==> config.mk <==
export PLATFORM = sky130hd
export DESIGN_NAME = vanilla_dmem_arbiter
export DESIGN_NICKNAME = d
export VERILOG_FILES = /design/src/rtl/vanilla_dmem_arbiter.sv
export SDC_FILE = /design/constraint.sdc
export NUM_CORES = 1
export LEC_CHECK = 0
export ABC_AREA = 0
export CORE_AREA = 5 5 94 96
export CTS_CLUSTER_SIZE = 30
export DETAILED_ROUTE_END_ITERATION = 16
export DIE_AREA = 0 0 99 101
export PLACE_DENSITY = 0.74
export SLEW_MARGIN = 30
export SYNTH_ARGS = -nofsm -noshare
export SYNTH_HDL_FRONTEND = slang
export SYNTH_SLANG_ARGS = --single-unit
export TNS_END_PERCENT = 30
==> constraint.sdc <==
create_clock -name clk_i -period 3.8 [get_ports clk_i]
set_input_delay 0.57 -clock clk_i [delete_from_list [all_inputs] [get_ports clk_i]]
set_output_delay 0.57 -clock clk_i [all_outputs]
set_load 0.02 [all_outputs]
==> src/rtl/vanilla_dmem_arbiter.sv <==
// Arbitrates the tile's single-port DMEM between the core and the remote (network RX) port.
// Core wins by default; a starvation counter bounds how long a valid remote request can wait.
module vanilla_dmem_arbiter #(
    parameter  int data_width_p        = 32,
    parameter  int dmem_size_p         = 1024,
    parameter  int starve_limit_p      = 4,
    localparam int dmem_addr_width_lp  = (dmem_size_p > 1) ? $clog2(dmem_size_p) : 1,
    localparam int data_mask_width_lp  = data_width_p >> 3,
    localparam int starve_cnt_width_lp = (starve_limit_p + 1 > 1) ? $clog2(starve_limit_p + 1) : 1
) (
    input  logic                           clk_i,
    input  logic                           reset_n_i,

    input  logic                           core_v_i,
    input  logic                           core_w_i,
    input  logic [dmem_addr_width_lp-1:0]  core_addr_i,
    input  logic [data_width_p-1:0]        core_data_i,
    input  logic [data_mask_width_lp-1:0]  core_mask_i,
    output logic                           core_yumi_o,
    output logic                           core_rdata_v_o,
    output logic [data_width_p-1:0]        core_rdata_o,

    input  logic                           remote_v_i,
    input  logic                           remote_w_i,
    input  logic [dmem_addr_width_lp-1:0]  remote_addr_i,
    input  logic [data_width_p-1:0]        remote_data_i,
    input  logic [data_mask_width_lp-1:0]  remote_mask_i,
    output logic                           remote_yumi_o,
    output logic                           remote_rdata_v_o,
    output logic [data_width_p-1:0]        remote_rdata_o,

    output logic                           mem_v_o,
    output logic                           mem_w_o,
    output logic [dmem_addr_width_lp-1:0]  mem_addr_o,
    output logic [data_width_p-1:0]        mem_data_o,
    output logic [data_mask_width_lp-1:0]  mem_mask_o,
    input  logic [data_width_p-1:0]        mem_data_i,

    output logic [1:0]                     dbg_rd_owner_o,
    output logic [starve_cnt_width_lp-1:0] dbg_starve_cnt_o
);

    // Handshake: a request is taken when v && yumi in the same cycle; yumi never waits on
    // anything but the other requester, and read data returns exactly one cycle later with no
    // backpressure (rdata_v is a one-cycle strobe the owner must consume).

    typedef enum logic [1:0] {
        OWNER_NONE   = 2'd0,
        OWNER_CORE   = 2'd1,
        OWNER_REMOTE = 2'd2
    } owner_e;

    localparam logic [starve_cnt_width_lp-1:0] starve_limit_lp = starve_limit_p[starve_cnt_width_lp-1:0];

    owner_e                         r_rd_owner;
    owner_e                         w_rd_owner_next;
    logic [starve_cnt_width_lp-1:0] r_starve_cnt;
    logic [starve_cnt_width_lp-1:0] w_starve_cnt_next;
    logic                           w_force_remote;
    logic                           w_grant_remote;
    logic                           w_grant_core;

    // Grants are gated by reset so nothing reaches DMEM while the tile is held in reset.
    assign w_force_remote = remote_v_i & (r_starve_cnt == starve_limit_lp);
    assign w_grant_remote = reset_n_i & remote_v_i & (w_force_remote | ~core_v_i);
    assign w_grant_core   = reset_n_i & core_v_i & ~w_grant_remote;

    assign core_yumi_o   = w_grant_core;
    assign remote_yumi_o = w_grant_remote;

    assign mem_v_o    = w_grant_core | w_grant_remote;
    assign mem_w_o    = w_grant_remote ? remote_w_i : (w_grant_core & core_w_i);
    assign mem_addr_o = w_grant_remote ? remote_addr_i : core_addr_i;
    assign mem_data_o = w_grant_remote ? remote_data_i : core_data_i;
    assign mem_mask_o = w_grant_remote ? remote_mask_i : core_mask_i;

    assign core_rdata_v_o   = reset_n_i & (r_rd_owner == OWNER_CORE);
    assign remote_rdata_v_o = reset_n_i & (r_rd_owner == OWNER_REMOTE);
    assign core_rdata_o     = mem_data_i;
    assign remote_rdata_o   = mem_data_i;

    assign dbg_rd_owner_o   = r_rd_owner;
    assign dbg_starve_cnt_o = r_starve_cnt;

    always_ff @(posedge clk_i or negedge reset_n_i) begin
        if (!reset_n_i) begin
            r_rd_owner   <= OWNER_NONE;
            r_starve_cnt <= '0;
        end else begin
            r_rd_owner   <= w_rd_owner_next;
            r_starve_cnt <= w_starve_cnt_next;
        end
    end

    always_comb begin
        w_rd_owner_next   = OWNER_NONE;
        w_starve_cnt_next = r_starve_cnt;
        if (w_grant_core && !core_w_i) begin
            w_rd_owner_next = OWNER_CORE;
        end else if (w_grant_remote && !remote_w_i) begin
            w_rd_owner_next = OWNER_REMOTE;
        end
        // A dropped remote request forfeits its accumulated waiting time.
        if (w_grant_remote || !remote_v_i) begin
            w_starve_cnt_next = '0;
        end else if (w_grant_core) begin
            w_starve_cnt_next = r_starve_cnt + starve_cnt_width_lp'(1);
        end
    end

endmodule
==> reports/qor.csv <==
metric,value,unit
VDD IR-drop max,0.211,mV
Pwr Total,476,uW
Crit Path Max Fanout,22,
Period minus WS final,3.27,ns
Die W,99,um
max_cap viols,0,
# nets final,374,
R2R cell count,6,
CORE AREA,0.00797,mm2
"flops & latches, synth",5,
CTS Buffer Depth,2,
worst setup path category,in -> out,
Critical Path RT,3.23,ns
Max Transition Viols Final,0,
Max H-tree Level,1,
synth unique cells,18,
Final Hold Vio Count,0,
placed insts,342,
Synth Area per Inst,10.3,um2
DRC Markers,0,
Layout Cells excl Fill,346,
die area,0.0100,mm2
Post-Route WL,5.49,mm
CP max-delay cell,clkdlybuf4s50_1,
clk root buf,clkbuf_8,
area grow syn2layout,78.1,%
HPWL after DPL,4.88,mm
Hold WS,0.599,ns
worst slew pin tran,0.383,ns
setup violators final,0,
footprint of the multi-input gates,872,um2
critical path data arrival time,2.70,ns
later-pin clock latency in the skew report,0.22,ns
largest net degree at the start of global routing,29,
Post-CTS Setup Bufs,0,
Num CTS Buffers,3,
"most common cell after layout, fill and taps aside",clkdlybuf4s50_1,
clk slew on worst S/H paths,0.04,ns
post-cts resize count,0,
Placer Congestion,0.740,
I/O Pins,251,
initial core utilization,19.5,%
Final ANT Viol Nets,0,
DR pass1 iterations,4,
Pleak,1.12,nW
cells along the critical path,"clkdlybuf4s50_1, a21boi_4, nor2_4, buf_4, mux2_4, clkdlybuf4s50_1",
Synth top area share,45.5,%
fillers,802,
hold crit path type,reg -> reg,
Critical Path Source Type,primary input,
"slowest stage delay, CP",0.56,ns
drt via density,3.86,
Seq. cell area,125,um2
crit share post-route,86.1,%
Die Y,101,um
Vias,1334,
post-synth top area cell,mux2_4,
Clock Skew,0.00234,ns
Most Frequent Cell on Critical Path,clkdlybuf4s50_1,
vias in the first global route,1385,
global-route wire length before repair,7.69,mm
register area share after synthesis,8.07,%
initial drt markers,16,
unrepaired setup endpoints after global routing,false,
Total GRT Usage,9.48,%
CTS tree,yes,
setup_tns,0,ns
Crit. End Element,output pin,
# hold bufs at CTS,0,
average wire per cell in the routed design,15.9,um
syn_nets,282,
Cells after Synth,150,
number of I/O port buffers,154,
highest clock rate,306,MHz
fraction of layout instances using a drive strength above 1,22.8,%
initial antenna violation count,0,
Hold Path Depth,2,
ANT cells,0,
Synth Warn #,0,
Max-slew headroom,74.5,%
Mapped Area,0.00155,mm2
Placement Rows,33,
"commonest cells after routing, fill and taps aside","154 x clkdlybuf4s50_1, 47 x mux2_4, 5 x nand2_1, 5 x dfrtp_1, 4 x nor2_1",
pwr/cell area,172,mW/mm2
status,"finished, final reports clean",
gr ovfl total,0,
Synth area leaders,"mux2_4 46%, buf_4 31%, dfrtp_1 8.1%",
CTS Sinks,5,
[Yosys cell counts]
cell,count
a21boi_0,3
dfrtp_1,5
nand2_1,5
nor3b_1,2
nand4b_1,1
mux2_4,47
o21ai_0,1
and3_1,1
nor2_1,4
clkbuf_2,1
nand3_1,2
nor3_1,2
inv_1,3
nor2_4,1
a21boi_4,1
buf_4,64
buf_6,5
ha_1,2
[metal layers]
metal / vias up / track usage, % / wire length, um
li1: 621 / - / -
met1: 595 / 11.0 / 2040
met2: 108 / 16.3 / 2730
met3: 10 / 3.74 / 672
met4: 0 / 2.31 / 50
met5: - / 0 / 0
[state kept, by name (all words and copies together), names as in the netlist]
name              flops
dbg_starve_cnt_o      3
dbg_rd_owner_o        2
[cell families after synthesis]
logic type	Yosys count	share of synthesized area, %
muxes	47	45.5
AOI/OAI and AO/OA	5	2.99
buffers and inverters	73	35.7
DFF	5	8.07
adders and majority gates	2	1.61
and+or+nand+nor	18	6.13
[power breakdown]
part / internal, mW / switching, mW / total [mW]
sequential: 0.0551 / 0.00141 / 0.0565
combinational: 0.209 / 0.111 / 0.320
clock: 0.0721 / 0.0269 / 0.0990
total: 0.336 / 0.140 / 0.476
[path summary, 6_finish.rpt]
| check | start | endpoint | slack, ns |
|---|---|---|---|
| worst max-delay path | core_v_i | mem_w_o | 0.53 |
| worst min-delay path | dbg_starve_cnt_o[0]$_DFFE_PN0P_ | dbg_starve_cnt_o[0]$_DFFE_PN0P_ | 0.60 |
| worst max register to register | dbg_starve_cnt_o[0]$_DFFE_PN0P_ | dbg_rd_owner_o[0]$_DFF_PN0_ | 2.24 |
| worst min register to register | dbg_starve_cnt_o[0]$_DFFE_PN0P_ | dbg_starve_cnt_o[0]$_DFFE_PN0P_ | 0.60 |
| max in group asynchronous | reset_n_i | dbg_starve_cnt_o[1]$_DFFE_PN0P_ | 3.00 |
| min in group asynchronous | reset_n_i | dbg_rd_owner_o[1]$_DFF_PN0_ | 0.67 |
[worst max-delay path, delay by kind of cell]
kind                   cells  cell delay [ns]
buffers and inverters      3             1.44
AO/OA/AOI/OAI              1             0.21
AND/OR/NAND/NOR            1             0.14
multiplexers               1             0.33
[through the flow]
step                      setup slack (ns)  utilization (%)  cell area (um2)
after floorplan                       1.65                -             1550
after global placement               0.562             34.1             2720
after detailed placement             0.488             34.1             2720
after CTS                            0.480             34.7             2760
after global routing                 0.432             34.7             2760
final                                0.528             34.7             2760
[area by class of cell]
class / instances / area share [%]
clock buffers: 4 / 1.63
well taps: 105 / 4.76
inverters: 3 / 0.408
multi-input cells: 72 / 31.6
repair buffers: 157 / 57.1
flip-flops and latches: 5 / 4.53
Power figures use the tool's default switching activity.
